==> src/rtl/tmr_scrub_writer_pkg.sv <==
`default_nettype none
// ==========================================================================
// tmr_scrub_writer_pkg : shared FSM states and correction-counter constants
// Rev 1.0
// ==========================================================================
package tmr_scrub_writer_pkg;

  typedef enum logic [2:0] {
    ST_IDLE  = 3'd0,
    ST_WRITE = 3'd1,
    ST_SRD   = 3'd2,
    ST_SVOTE = 3'd3,
    ST_SWB   = 3'd4
  } state_e;

  localparam int                  C_CORR_W   = 16;
  localparam logic [C_CORR_W-1:0] C_CORR_SAT = 16'hFFFF;

  function automatic logic [C_CORR_W-1:0] sat_inc(input logic [C_CORR_W-1:0] v);
    return (v == C_CORR_SAT) ? v : v + C_CORR_W'(1);
  endfunction

endpackage
`default_nettype wire

==> src/rtl/tmr_scrub_writer_edac.sv <==
`default_nettype none
// ==========================================================================
// tmr_scrub_writer_edac : bitwise 2-of-3 majority voter with mismatch flag
// Rev 1.0
// ==========================================================================
module tmr_scrub_writer_edac #(
  parameter int BITS = 8
) (
  input  logic [BITS-1:0] data_a_i,
  input  logic [BITS-1:0] data_b_i,
  input  logic [BITS-1:0] data_c_i,
  output logic [BITS-1:0] data_o,
  output logic            err_det_c_o
);

  assign data_o      = (data_a_i & data_b_i) | (data_a_i & data_c_i) | (data_b_i & data_c_i);
  assign err_det_c_o = |((data_a_i ^ data_b_i) | (data_a_i ^ data_c_i));

endmodule
`default_nettype wire

==> src/rtl/tmr_scrub_writer.sv <==
`default_nettype none
// ==========================================================================
// tmr_scrub_writer : host write fan-out and background scrub of TMR RAM
// Rev 1.0
// ==========================================================================
module tmr_scrub_writer
  import tmr_scrub_writer_pkg::*;
#(
  parameter int BITS           = 8,
  parameter int ADDR_BITS      = 10,
  parameter int SCRUB_INTERVAL = 1024
) (
  input  logic                 clk_i,
  input  logic                 rst_ni,
  input  logic                 wr_req_i,
  input  logic [ADDR_BITS-1:0] wr_addr_i,
  input  logic [BITS-1:0]      wr_data_i,
  output logic                 wr_ack_o,
  input  logic                 scrub_en_i,
  output logic [ADDR_BITS-1:0] ram_addr_o,
  output logic [2:0]           ram_we_o,
  output logic [BITS-1:0]      ram_wdata_o,
  input  logic [BITS-1:0]      ram_rda_i,
  input  logic [BITS-1:0]      ram_rdb_i,
  input  logic [BITS-1:0]      ram_rdc_i,
  output logic                 scrub_err_o,
  output logic [C_CORR_W-1:0]  corr_cnt_o,
  output logic                 scrub_busy_o
);

  localparam int              C_IW       = (SCRUB_INTERVAL > 1) ? $clog2(SCRUB_INTERVAL) : 1;
  localparam logic [C_IW-1:0] C_IVL_TERM = C_IW'(SCRUB_INTERVAL - 1);

  state_e                 state_q;
  logic [ADDR_BITS-1:0]   saddr_q;
  logic [C_IW-1:0]        ivl_q;
  logic                   pending_q;
  logic [ADDR_BITS-1:0]   ram_addr_q;
  logic [2:0]             ram_we_q;
  logic [BITS-1:0]        ram_wdata_q;
  logic                   wr_ack_q;
  logic                   scrub_err_q;
  logic [C_CORR_W-1:0]    corr_cnt_q;
  logic                   busy_q;

  logic [BITS-1:0]        vote_word;
  logic                   vote_err;
  logic                   scrub_start;
  logic                   ivl_tick;

  tmr_scrub_writer_edac #(.BITS(BITS)) u_edac (
    .data_a_i    (ram_rda_i),
    .data_b_i    (ram_rdb_i),
    .data_c_i    (ram_rdc_i),
    .data_o      (vote_word),
    .err_det_c_o (vote_err)
  );

  // Host has priority: a scrub only starts from IDLE with no write waiting.
  assign scrub_start = (state_q == ST_IDLE) && !wr_req_i && scrub_en_i && pending_q;
  assign ivl_tick    = (ivl_q == C_IVL_TERM);

  always_ff @(posedge clk_i) begin
    if (!rst_ni || !scrub_en_i) begin
      ivl_q     <= '0;
      pending_q <= 1'b0;
    end else begin
      ivl_q <= ivl_tick ? '0 : ivl_q + C_IW'(1);
      if (scrub_start) begin
        pending_q <= 1'b0;
      end else if (ivl_tick) begin
        pending_q <= 1'b1;
      end
    end
  end

  always_ff @(posedge clk_i) begin
    if (!rst_ni) begin
      state_q     <= ST_IDLE;
      saddr_q     <= '0;
      ram_addr_q  <= '0;
      ram_we_q    <= 3'b000;
      ram_wdata_q <= '0;
      wr_ack_q    <= 1'b0;
      scrub_err_q <= 1'b0;
      corr_cnt_q  <= '0;
      busy_q      <= 1'b0;
    end else begin
      ram_we_q    <= 3'b000;
      wr_ack_q    <= 1'b0;
      scrub_err_q <= 1'b0;
      case (state_q)
        ST_IDLE: begin
          if (wr_req_i) begin
            state_q     <= ST_WRITE;
            ram_addr_q  <= wr_addr_i;
            ram_wdata_q <= wr_data_i;
            ram_we_q    <= 3'b111;
            wr_ack_q    <= 1'b1;
          end else if (scrub_start) begin
            state_q    <= ST_SRD;
            ram_addr_q <= saddr_q;
            busy_q     <= 1'b1;
          end
        end
        ST_WRITE: state_q <= ST_IDLE;
        ST_SRD:   state_q <= ST_SVOTE;
        ST_SVOTE: begin
          // ram_addr_q still holds the scrub address for the write-back
          if (vote_err) begin
            state_q     <= ST_SWB;
            ram_wdata_q <= vote_word;
            ram_we_q    <= 3'b111;
            scrub_err_q <= 1'b1;
            corr_cnt_q  <= sat_inc(corr_cnt_q);
          end else begin
            state_q <= ST_IDLE;
            busy_q  <= 1'b0;
            saddr_q <= saddr_q + ADDR_BITS'(1);
          end
        end
        ST_SWB: begin
          state_q <= ST_IDLE;
          busy_q  <= 1'b0;
          saddr_q <= saddr_q + ADDR_BITS'(1);
        end
        default: begin
          state_q <= ST_IDLE;
          busy_q  <= 1'b0;
        end
      endcase
    end
  end

  assign wr_ack_o     = wr_ack_q;
  assign ram_addr_o   = ram_addr_q;
  assign ram_we_o     = ram_we_q;
  assign ram_wdata_o  = ram_wdata_q;
  assign scrub_err_o  = scrub_err_q;
  assign corr_cnt_o   = corr_cnt_q;
  assign scrub_busy_o = busy_q;

endmodule
`default_nettype wire

==> config.mk <==
export PLATFORM = sky130hd
export DESIGN_NAME = tmr_scrub_writer
export DESIGN_NICKNAME = d
export VERILOG_FILES = /design/src/rtl/tmr_scrub_writer_pkg.sv /design/src/rtl/tmr_scrub_writer_edac.sv /design/src/rtl/tmr_scrub_writer.sv
export SDC_FILE = /design/constraint.sdc
export NUM_CORES = 1
export LEC_CHECK = 0
export CELL_PAD_IN_SITES_DETAIL_PLACEMENT = 2
export CELL_PAD_IN_SITES_GLOBAL_PLACEMENT = 2
export CORE_MARGIN = 2
export CORE_UTILIZATION = 28
export DETAILED_ROUTE_END_ITERATION = 10
export PLACE_DENSITY = 0.91
export SYNTH_ARGS = -nofsm -noshare
export SYNTH_HDL_FRONTEND = slang
export SYNTH_HIERARCHICAL = 1
export SYNTH_SLANG_ARGS = --single-unit
==> constraint.sdc <==
create_clock -name clk_i -period 2.67 [get_ports clk_i]
set_clock_uncertainty 0.15 [all_clocks]
set_input_delay 0.267 -clock clk_i [delete_from_list [all_inputs] [get_ports clk_i]]
set_output_delay 0.267 -clock clk_i [all_outputs]
set_load 0.02 [all_outputs]
## Word level (Yosys, flattened, before mapping)

Cells that the tools add are included.

| storage, ports and cells | value |
|---|---|
| memory bits (read-only) | 0 |
| output and inout bits | 40 |
| bits in writable memories | 0 |
| register bits | 64 |
| memories kept | 0 |
| bits in latches | 0 |
| bits of input ports | 46 |

| cells by class | value |
|---|---|
| shift-type cells | 0 |
| multiply operators | 0 |
| bitwise operators | 10 |
| magnitude comparators | 0 |
| divide/modulo/power cells | 0 |
| add/sub/neg operators | 3 |
| reduce and logical (&&, ||, !) cells | 22 |
| eq/ne operators | 12 |
| muxes and demuxes | 20 |

Operator list:

| operator | count |
|---|---|
| $mux 10 | 3 |
| $and 8x8->8 | 3 |
| $or 8x8->8 | 3 |
| $add 10x1->10 const B | 2 |
| $pmux 10 s2 | 1 |
| $add 16x1->16 const B | 1 |
| $eq 16x16->1 const B | 1 |
| $mux 8 | 2 |
| $pmux 8 s2 | 1 |
| $xor 8x8->8 | 2 |
| $mux 3 | 5 |
| $eq 10x10->1 const B | 1 |
| $pmux 3 s3 | 1 |
| $ne 2x2->1 const B | 4 |
| $reduce_and 2->1 | 4 |
| $reduce_or 8->1 | 1 |
| $eq 3x2->1 const B | 2 |
| $pmux 3 s2 | 1 |
| $reduce_and 3->1 | 2 |
| $reduce_bool 2->1 | 3 |
| $reduce_or 2->1 | 3 |
| $mux 1 | 5 |
| $reduce_and 4->1 | 1 |
| $eq 3x1->1 const B | 1 |
| 9 further kinds | 14 |

## Logic depth before layout (Yosys ltp)

Gate-level depths: netlist of the first run.

| depth | value |
|---|---|
| depth after elaboration | 7 |
| gate-level depth with buffers | 8 |
| gate-level depth less buffers | 7 |

## Cells and area by module

The synthesis of the first run kept the hierarchy.

Modules (own cells, without submodules):

| module | times used | area an instance (sq um) | cells an instance |
|---|---|---|---|
| tmr_scrub_writer | 1 | 2795.2 | 309 |
| tmr_scrub_writer_edac | 1 | 301.5 | 29 |

## Least setup slack after synthesis of the first run

OpenSTA, ideal clock, no wires.

| path | value |
|---|---|
| path kind | input-to-reg |
| start point | input port ram_rda_i[5] |
| end point | register saddr_q[9] |
| arrival | 2145 ps |
| slack | 305 ps |
| path buffers | 0 |
| stages on the path | 7 |
| cell sequence | ha_1 -> nor4_1 -> nand4_1 -> and4bb_1 -> o2111ai_1 -> or3_1 -> a21oi_1 |

| between the ends | value |
|---|---|
| cells in the longest elaborated chain, start to end | 5 |
| elaborated cells on any way between the ends | 6 |
| classes of those cells | eq/ne (1); bitwise (3); reduce/logical (2) |

Ends and longest elaborated chain:

| what | line | text |
|---|---|---|
| start, declared | tmr_scrub_writer.sv:23 | `input logic [BITS-1:0] ram_rda_i,` |
| $xor 8x8->8 | tmr_scrub_writer_edac.sv:17 | `assign err_det_c_o = \|((data_a_i ^ data_b_i) \| (data_a_i ^ data_c_i));` |
| $or 8x8->8 (*) | tmr_scrub_writer_edac.sv:17 |  |
| $reduce_or 8->1 (*) | tmr_scrub_writer_edac.sv:17 |  |
| named net vote_err | tmr_scrub_writer.sv:47 | `logic vote_err;` |
| $ne 2x2->1 (no line) (*) | -- |  |
| $reduce_and 2->1 (no line) (*) | -- |  |
| end signal, assigned | tmr_scrub_writer.sv:119 | `saddr_q <= saddr_q + ADDR_BITS'(1);` |
| end signal, assigned | tmr_scrub_writer.sv:125 | `saddr_q <= saddr_q + ADDR_BITS'(1);` |
| end, declared | tmr_scrub_writer.sv:35 | `logic [ADDR_BITS-1:0] saddr_q;` |

Mark *: on every way through the listed nets, which the timed path passes. The rest lies on a longest branch.
A chain may end at the register's enable or synchronous reset.

## Final worst setup path of the first run

| path | value |
|---|---|
| start point | input port ram_rda_i[7] |
| end point | register corr_cnt_q[14], in the netlist corr_cnt_o[14] |

| between the ends | value |
|---|---|
| cells in the longest elaborated chain, start to end | 4 |
| elaborated cells on any way between the ends | 5 |
| classes of those cells | bitwise (3); reduce/logical (2) |

Ends and longest elaborated chain:

| what | line | text |
|---|---|---|
| $xor 8x8->8 | tmr_scrub_writer_edac.sv:17 |  |
| $or 8x8->8 (*) | tmr_scrub_writer_edac.sv:17 |  |
| $reduce_or 8->1 (*) | tmr_scrub_writer_edac.sv:17 |  |
| named net vote_err | tmr_scrub_writer.sv:47 |  |
| $reduce_and 3->1 (no line) (*) | -- |  |
| end signal, assigned | tmr_scrub_writer.sv:115 | `corr_cnt_q <= sat_inc(corr_cnt_q);` |
| end, declared | tmr_scrub_writer.sv:43 | `logic [C_CORR_W-1:0] corr_cnt_q;` |

Marks and branches as above.

==> impl_results.rst, run 1 <==
.. list-table::
   :header-rows: 1

   * - Metric
     - Value
   * - Remaining antenna violation count after routing
     - 0
   * - Max-cap violation count
     - 0
   * - Area share of the largest cell type after synthesis
     - 40.08%
   * - Placement row count
     - 38
   * - Weighted congestion at the end of routability-driven global placement
     - 0.7989
   * - Worst path bufs/invs
     - 3
   * - IO Port Bufs
     - 85
   * - Yosys top cell by area
     - dfxtp_1
   * - Clock transition at the registers of the reported paths
     - 0.07 ns
   * - Worst stage delay on the critical path
     - 0.56 ns
   * - Vertical die dimension
     - 109.2 µm
   * - Drt pass-1 iters
     - 4
   * - Number of nets in the synthesized netlist
     - 403
   * - Final Cycle Share
     - 96.57%
   * - Total routed wirelength
     - 10400 µm
   * - Number of clock sinks
     - 62
   * - Average wire per cell in the routed design
     - 18.14 µm
   * - Filler-free cell count of the finished design
     - 573
   * - Via count of the first global-routing pass
     - 3319
   * - Die outline width
     - 109.2 µm
   * - Count of final max-slew check failures
     - 0
   * - Via density per instance
     - 5.286
   * - Core region area
     - 10790 µm²
   * - Capturing element type of the critical path
     - flip-flop
   * - Slowest-stage cell, CP
     - or4_4
   * - Final setup vio count
     - 0
   * - Unique cell type count in the Yosys netlist
     - 45
   * - Crit path max fanout
     - 4
   * - Hold Vio Cnt, Final
     - 0
   * - Number of antenna violations at the first check in global routing
     - 0
   * - Detailed-route DRC error count
     - 0
   * - CP Cell Sequence
     - clkdlybuf4s50_1 > ha_1 > nor4_2 > buf_4 > nand4_1 > buf_4 > nand4b_4 > or4_4 > or4_1 > a21oi_1
   * - Number of enable flip-flop cells after synthesis
     - 0
   * - Yosys warning count
     - 6
   * - Number of nets in the layout
     - 494
   * - Unrepaired setup endpoints after global routing
     - no
   * - Register bit total from synthesis
     - 62
   * - Cell class contributing the biggest share of worst-path delay
     - simple AND/OR/NAND/NOR gates
   * - Worst slew margin relative to its limit
     - 50.81%
   * - Area of the mapped netlist
     - 3097 µm²
   * - Die Area
     - 11920 µm²
   * - Proportion of layout cells with a drive suffix above 1
     - 10.39%
   * - Critical path class
     - primary input to flip-flop
   * - Total gr overflow
     - 0
   * - Highest-count cells in the layout ignoring fill and taps
     - 83 x clkdlybuf4s50_1, 62 x dfxtp_1, 39 x nor2_1, 20 x a21oi_1
   * - Number of buffers between clock root and the deepest sink
     - 2
   * - Iter 0 DRT Violations
     - 70
   * - Diodes inserted
     - 0
   * - Area added between synthesis and finish
     - 42.10%
   * - Share of async-settable or async-resettable flops after synthesis
     - 0%
   * - Mapped Cells
     - 338
   * - Io pins
     - 86
   * - Nature of the critical path startpoint
     - primary input
   * - Main area contributors after synthesis
     - dfxtp_1 40%, ha_1 7.7%, mux2i_1 5.8%
   * - F_max
     - 387.8 MHz
   * - Leakage Power
     - 1.632 nW
   * - Pin count of the biggest net entering global routing
     - 28
   * - Sequential element share of the synthesized area
     - 40.08%
   * - Shortest period the worst path allows
     - 2.579 ns
   * - Most common cell after layout, fill and taps aside
     - clkdlybuf4s50_1
   * - Prevailing post-synth register cell
     - dfxtp_1
   * - Slew @ Worst Pin
     - 0.7378 ns
   * - Worst hold path class
     - flip-flop to flip-flop
   * - Source-to-sink clock delay at the later pin of the worst-skew pair
     - 0.35 ns
   * - Dpl hpwl
     - 7657 µm
   * - Final TNS setup
     - 0 ns
   * - TritonCTS clock tree
     - built
   * - VDD IR max
     - 0.2110 mV
   * - Worst EP required
     - 2.79 ns
   * - PnR Total Power
     - 2.146 mW
   * - Final cell utilization of the core
     - 40.77%
   * - Clock Tree Root
     - clkbuf_8
   * - Status
     - complete, no violations
   * - Via Count
     - 3029
   * - Clock H-tree levels
     - 3
   * - Pwr dens
     - 487.8 nW/µm²
   * - Avg Inst Size Synth
     - 9.162 µm²
   * - Initial Util
     - 28.69%
   * - Tot GR Track Use
     - 18.44%
   * - First-pass GRT wire length
     - 17020 µm
   * - Number of cells in the design after placement
     - 557
   * - Most Frequent Cell on Critical Path
     - buf_4
   * - WP data arrival
     - 2.70 ns
   * - Cts bufs inserted
     - 9
## synthesized netlist by cell type (all sizes together) (4+ instances only)
| cell | instances |
|---|---|
| a211o | 8 |
| inv | 4 |
| or4 | 9 |
| nor2 | 39 |
| a21oi | 21 |
| nand3 | 13 |
| dfxtp | 62 |
| nand4 | 10 |
| nand2 | 14 |
| buf | 8 |
| or3 | 9 |
| and3 | 7 |
| o2111ai | 4 |
| o31ai | 6 |
| a211oi | 18 |
| mux2i | 18 |
| nor3 | 6 |
| o21ai | 14 |
| ha | 19 |
| clkbuf | 9 |
| nor4 | 7 |
| xor2 | 10 |
## what timing repair did
item                                    in CTS  in global routing
buffers inserted                             0                  1
gates resized for setup                      3                 10
pin swaps                                    0                  4
hold buffers                                 0                  0
endpoints found under the setup margin       3                 11
## tightest hold or removal path: cells and delay by family (launching register included)
kind | cells | cell delay (ns)
AO/OA/AOI/OAI | 1 | 0.05
AND/OR/NAND/NOR | 1 | 0.09
flip-flops | 1 | 0.31
## per-layer routing
| layer | wire length, µm | GRT usage [%] | vias up |
|---|---|---|---|
| met5 | 0 | 0 | - |
| met4 | 145 | 5.311 | 0 |
| met3 | 324 | 3.825 | 16 |
| met2 | 5491 | 34.69 | 53 |
| met1 | 4434 | 20.72 | 1500 |
| li1 | - | - | 1460 |
## worst paths after layout
kind / from / end / slack (ns) / depth (start not counted)
worst max register to register: corr_cnt_o[0] / corr_cnt_o[14] / 0.42 / 5
worst max-delay path: ram_rda_i[7] / corr_cnt_o[14] / 0.09 / 10
worst min-delay path: ram_wdata_o[1] / ram_wdata_o[1] / 0.35 / 2
worst min register to register: ram_wdata_o[1] / ram_wdata_o[1] / 0.35 / 2
## through the flow
step	hold slack (ns)	area, µm²	worst slack [ns]
after global routing	0.3836	4400	0.009157
after floorplan	0.2553	3097	0.3045
after global placement	0.2891	4120	-0.2743
after CTS	0.3589	4347	0.005326
final	0.3545	4400	0.09146
after detailed placement	0.3429	4120	-0.4035
## cell families (layout without fill, tap and decap cells)
| group | after synthesis | count (layout) | share of synthesized area, % |
|---|---|---|---|
| DFF | 62 | 62 | 40.08 |
| buffers and inverters | 21 | 116 | 3.232 |
| muxes | 18 | 18 | 5.818 |
| AOI/OAI and AO/OA | 80 | 80 | 17.21 |
| adders and majority gates | 19 | 19 | 7.677 |
| and+or+nand+nor | 126 | 126 | 22.59 |
| xor gates and xnor gates | 12 | 12 | 3.394 |
## registers in the layout, summed over array words and instances, names as in the netlist
register      cells
ivl_q            10
corr_cnt_o       16
scrub_busy_o      1
scrub_err_o       1
ram_we_o          1
state_q           3
ram_wdata_o       8
ram_addr_o       10
saddr_q          10
pending_q         1
wr_ack_o          1
## layout make-up
type                            count  area [µm²]
Timing Repair Buffer               97       945.9
Multi-Input combinational cell    255        1815
Clock buffer                       12       165.2
Tap cell                          140       175.2
Sequential cell                    62        1241
Clock inverter                      3       42.54
Inverter                            4       15.01
Fill cell                        1146        6392
## report_power, final
part           total [mW]  internal (mW)  switching (mW)
Sequential          0.966          0.950          0.0164
Combinational       0.300          0.157           0.142
Clock               0.880          0.501           0.379
No activity file was read; power rests on OpenSTA's default activity.
==> run 2: changes to the inputs <==
--- a/config.mk
+++ b/config.mk
@@ -8,9 +8,9 @@
 export CELL_PAD_IN_SITES_DETAIL_PLACEMENT = 2
 export CELL_PAD_IN_SITES_GLOBAL_PLACEMENT = 2
 export CORE_MARGIN = 2
-export CORE_UTILIZATION = 28
+export CORE_UTILIZATION = 30
 export DETAILED_ROUTE_END_ITERATION = 10
-export PLACE_DENSITY = 0.91
+export PLACE_DENSITY = 0.95
 export SYNTH_ARGS = -nofsm -noshare
 export SYNTH_HDL_FRONTEND = slang
 export SYNTH_HIERARCHICAL = 1
==> constraint.sdc (replaced) <==
create_clock -name clk_i -period 3.3 [get_ports clk_i]
set_clock_uncertainty 0.15 [all_clocks]
set_input_delay 0.33 -clock clk_i [delete_from_list [all_inputs] [get_ports clk_i]]
set_output_delay 0.33 -clock clk_i [all_outputs]
set_load 0.02 [all_outputs]
==> impl_results.rst, run 2 (synthesized netlist as in run 1, its figures left out) <==
.. list-table::
   :header-rows: 1

   * - Metric
     - Value
   * - Placement row count
     - 37 (-2.6%)
   * - Cells resized by post-CTS repair
     - 0 (-3)
   * - Unrepaired setup endpoints after global routing
     - no
   * - Final Cycle Share
     - 86.68%
   * - Via Count
     - 3051 (+0.73%)
   * - WP data arrival
     - 2.99 ns (+0.29 ns)
   * - Worst hold path class
     - flip-flop to flip-flop
   * - Worst slew margin relative to its limit
     - 50.66% (-0.15 points)
   * - Via count of the first global-routing pass
     - 3444 (+3.8%)
   * - Max-cap violation count
     - 0 (unchanged)
   * - Drt pass-1 iters
     - 4 (unchanged)
   * - Cts bufs inserted
     - 9 (unchanged)
   * - Crit path max fanout
     - 6 (+2)
   * - Timing startpoint of the critical path
     - ram_rda_i[1]
   * - Fillers
     - 1112 (-3.0%)
   * - Post-route worst hold slack
     - 0.3306 ns (-0.02390 ns)
   * - Source-to-sink clock delay at the later pin of the worst-skew pair
     - 0.36 ns (about the same)
   * - Shortest period the worst path allows
     - 2.860 ns
   * - Cell class contributing the biggest share of worst-path delay
     - simple AND/OR/NAND/NOR gates
   * - TritonCTS clock tree
     - built
   * - Weighted congestion at the end of routability-driven global placement
     - 0.7513 (-6.0%)
   * - Number of clock sinks
     - 62 (unchanged)
   * - Vertical die dimension
     - 105.6 µm (-3.3%)
   * - Nature of the critical path startpoint
     - primary input
   * - Die Area
     - 11150 µm² (-6.4%)
   * - CP Cell Sequence
     - clkdlybuf4s50_1 > ha_1 > nor4_1 > nand4_1 > and4bb_1 > o2111ai_1 > or3_1 > a21oi_1
   * - Initial Util
     - 30.41% (+1.7 points)
   * - Dpl hpwl
     - 7890 µm (+3.0%)
   * - CTS Hold Bufs
     - 0 (unchanged)
   * - IO Port Bufs
     - 85 (unchanged)
   * - Critical path capture point
     - saddr_q[9]
   * - Pwr dens
     - 382.5 nW/µm² (-22%)
   * - Hold Vio Cnt, Final
     - 0 (unchanged)
   * - First-pass GRT wire length
     - 17480 µm (+2.7%)
   * - F_max
     - 349.6 MHz
   * - Area added between synthesis and finish
     - 36.85%
   * - Total gr overflow
     - 0 (unchanged)
   * - Worst Setup Slack post-DPL
     - 0.03542 ns (+0.4389 ns)
   * - Most common cell after layout, fill and taps aside
     - clkdlybuf4s50_1
   * - Post-placement cell area
     - 4063 µm² (-1.4%)
   * - Via density per instance
     - 5.429 (+2.7%)
   * - Tot GR Track Use
     - 19.92% (+1.5 points)
   * - Capturing point of the worst reg2reg path
     - corr_cnt_o[14]
   * - Final TNS setup
     - 0 ns (unchanged)
   * - Filler-free cell count of the finished design
     - 562 (-1.9%)
   * - Detailed-route DRC error count
     - 0 (unchanged)
   * - Number of flip-flops under the largest register name
     - 16 (unchanged)
   * - Final cell utilization of the core
     - 41.61% (+0.84 points)
   * - Slowest-stage cell, CP
     - and4bb_1
   * - Count of final max-slew check failures
     - 0 (unchanged)
   * - Worst stage delay on the critical path
     - 0.46 ns (-0.10 ns)
   * - Core region area
     - 10180 µm² (-5.6%)
   * - Slew @ Worst Pin
     - 0.7400 ns (+0.002198 ns)
   * - Capturing element type of the critical path
     - flip-flop
   * - Leakage Power
     - 1.555 nW (-4.7%)
   * - Highest-count cells in the layout ignoring fill and taps
     - 85 x clkdlybuf4s50_1, 62 x dfxtp_1, 39 x nor2_1, 20 x a21oi_1, 19 x ha_1
   * - Path length in cells of the critical path
     - 8 (-2)
   * - Average wire per cell in the routed design
     - 18.97 µm (+4.5%)
   * - Pin count of the biggest net entering global routing
     - 26 (-7.1%)
   * - Number of nets in the layout
     - 486 (-1.6%)
   * - Status
     - complete, no violations
   * - Clock Tree Root
     - clkbuf_8
   * - Total routed wirelength
     - 10660 µm (+2.5%)
   * - Final setup vio count
     - 0 (unchanged)
   * - Post-CTS Setup Repair Bufs
     - 0 (unchanged)
   * - Worst reg2reg setup slack
     - 1.07 ns (+0.65 ns)
   * - Die outline width
     - 105.6 µm (-3.3%)
   * - Io pins
     - 86 (unchanged)
   * - Worst path bufs/invs
     - 1 (-2)
   * - Number of antenna violations at the first check in global routing
     - 0 (unchanged)
   * - Worst Slack Setup Final
     - 0.4397 ns (+0.3482 ns)
   * - Clock H-tree levels
     - 3 (unchanged)
   * - Worst EP required
     - 3.43 ns (+0.64 ns)
   * - Remaining antenna violation count after routing
     - 0 (unchanged)
   * - Critical path class
     - primary input to flip-flop
   * - PnR Total Power
     - 1.621 mW (-24%)
   * - Post-Layout Inst Area
     - 4238 µm² (-3.7%)
   * - Number of buffers between clock root and the deepest sink
     - 2 (unchanged)
   * - Number of cells in the design after placement
     - 546 (-2.0%)
   * - Proportion of layout cells with a drive suffix above 1
     - 7.042% (-3.4 points)
   * - Diodes inserted
     - 0 (unchanged)
   * - Start of the worst register-to-register path
     - corr_cnt_o[1]
   * - Clock transition at the registers of the reported paths
     - 0.07 ns (about the same)
   * - VDD IR max
     - 0.1959 mV (-7.1%)
   * - Depth of the worst register-to-register path
     - 5 (unchanged)
   * - Iter 0 DRT Violations
     - 67 (-4.3%)
## run 2: cell types whose count changed in the layout (fill, tap and decap cells not counted), sizes merged
cell	delta
buf	-8
clkinv	+4
clkbuf	-3
clkdlybuf4s50	+2
dlymetal6s2s	-2
bufinv	-1
clkinvlp	+1
## run 2: metal layers
metal	part of all wire (%)	GRT usage, %	wire length, µm	vias up
met5	0	0	0	-
met4	2.1	8.365	228	0
met3	2.8	3.896	301	18
met2	54	37.51	5776	54
met1	41	21.54	4353	1531
li1	-	-	-	1448
## run 2: cell type report
class                   instances  area, µm²  share of cell area [%]
clock inverters                 7      51.30                   1.211
well taps                     136      170.2                   4.015
inverters                       4      15.01                  0.3543
clock buffers                   9      123.9                   2.923
flip-flops and latches         62       1241                   29.29
multi-input cells             255       1755                   41.42
repair buffers                 89      880.8                   20.79
## run 2: report_power, final
part	switching, mW	internal [mW]	total, mW
clock	0.338	0.273	0.611
combinational	0.108	0.120	0.228
sequential	0.0138	0.768	0.782
## run 2: worst min-delay path by stage
| stage | start | end | slack, ns | depth (start not counted) |
|---|---|---|---|---|
| 5_1_grt | ivl_q[0] | ivl_q[0] | 0.37 | 1 |
| 4_1_cts | ivl_q[0] | ivl_q[0] | 0.33 | 1 |
| 3_3_place_gp | ivl_q[0] | ivl_q[0] | 0.29 | 1 |
| 6_report | ivl_q[0] | ivl_q[0] | 0.33 | 1 |
| 3_5_place_dp | ivl_q[0] | ivl_q[0] | 0.31 | 1 |
| 2_1_floorplan | ivl_q[0] | ivl_q[0] | 0.28 | 1 |
## run 2: worst register-to-register path: cells and delay by family (launching register included)
family          cells  cell delay (ns)
fa+ha+maj           1             0.30
simple gates        3             1.08
compound gates      1             0.15
flops               1             0.48
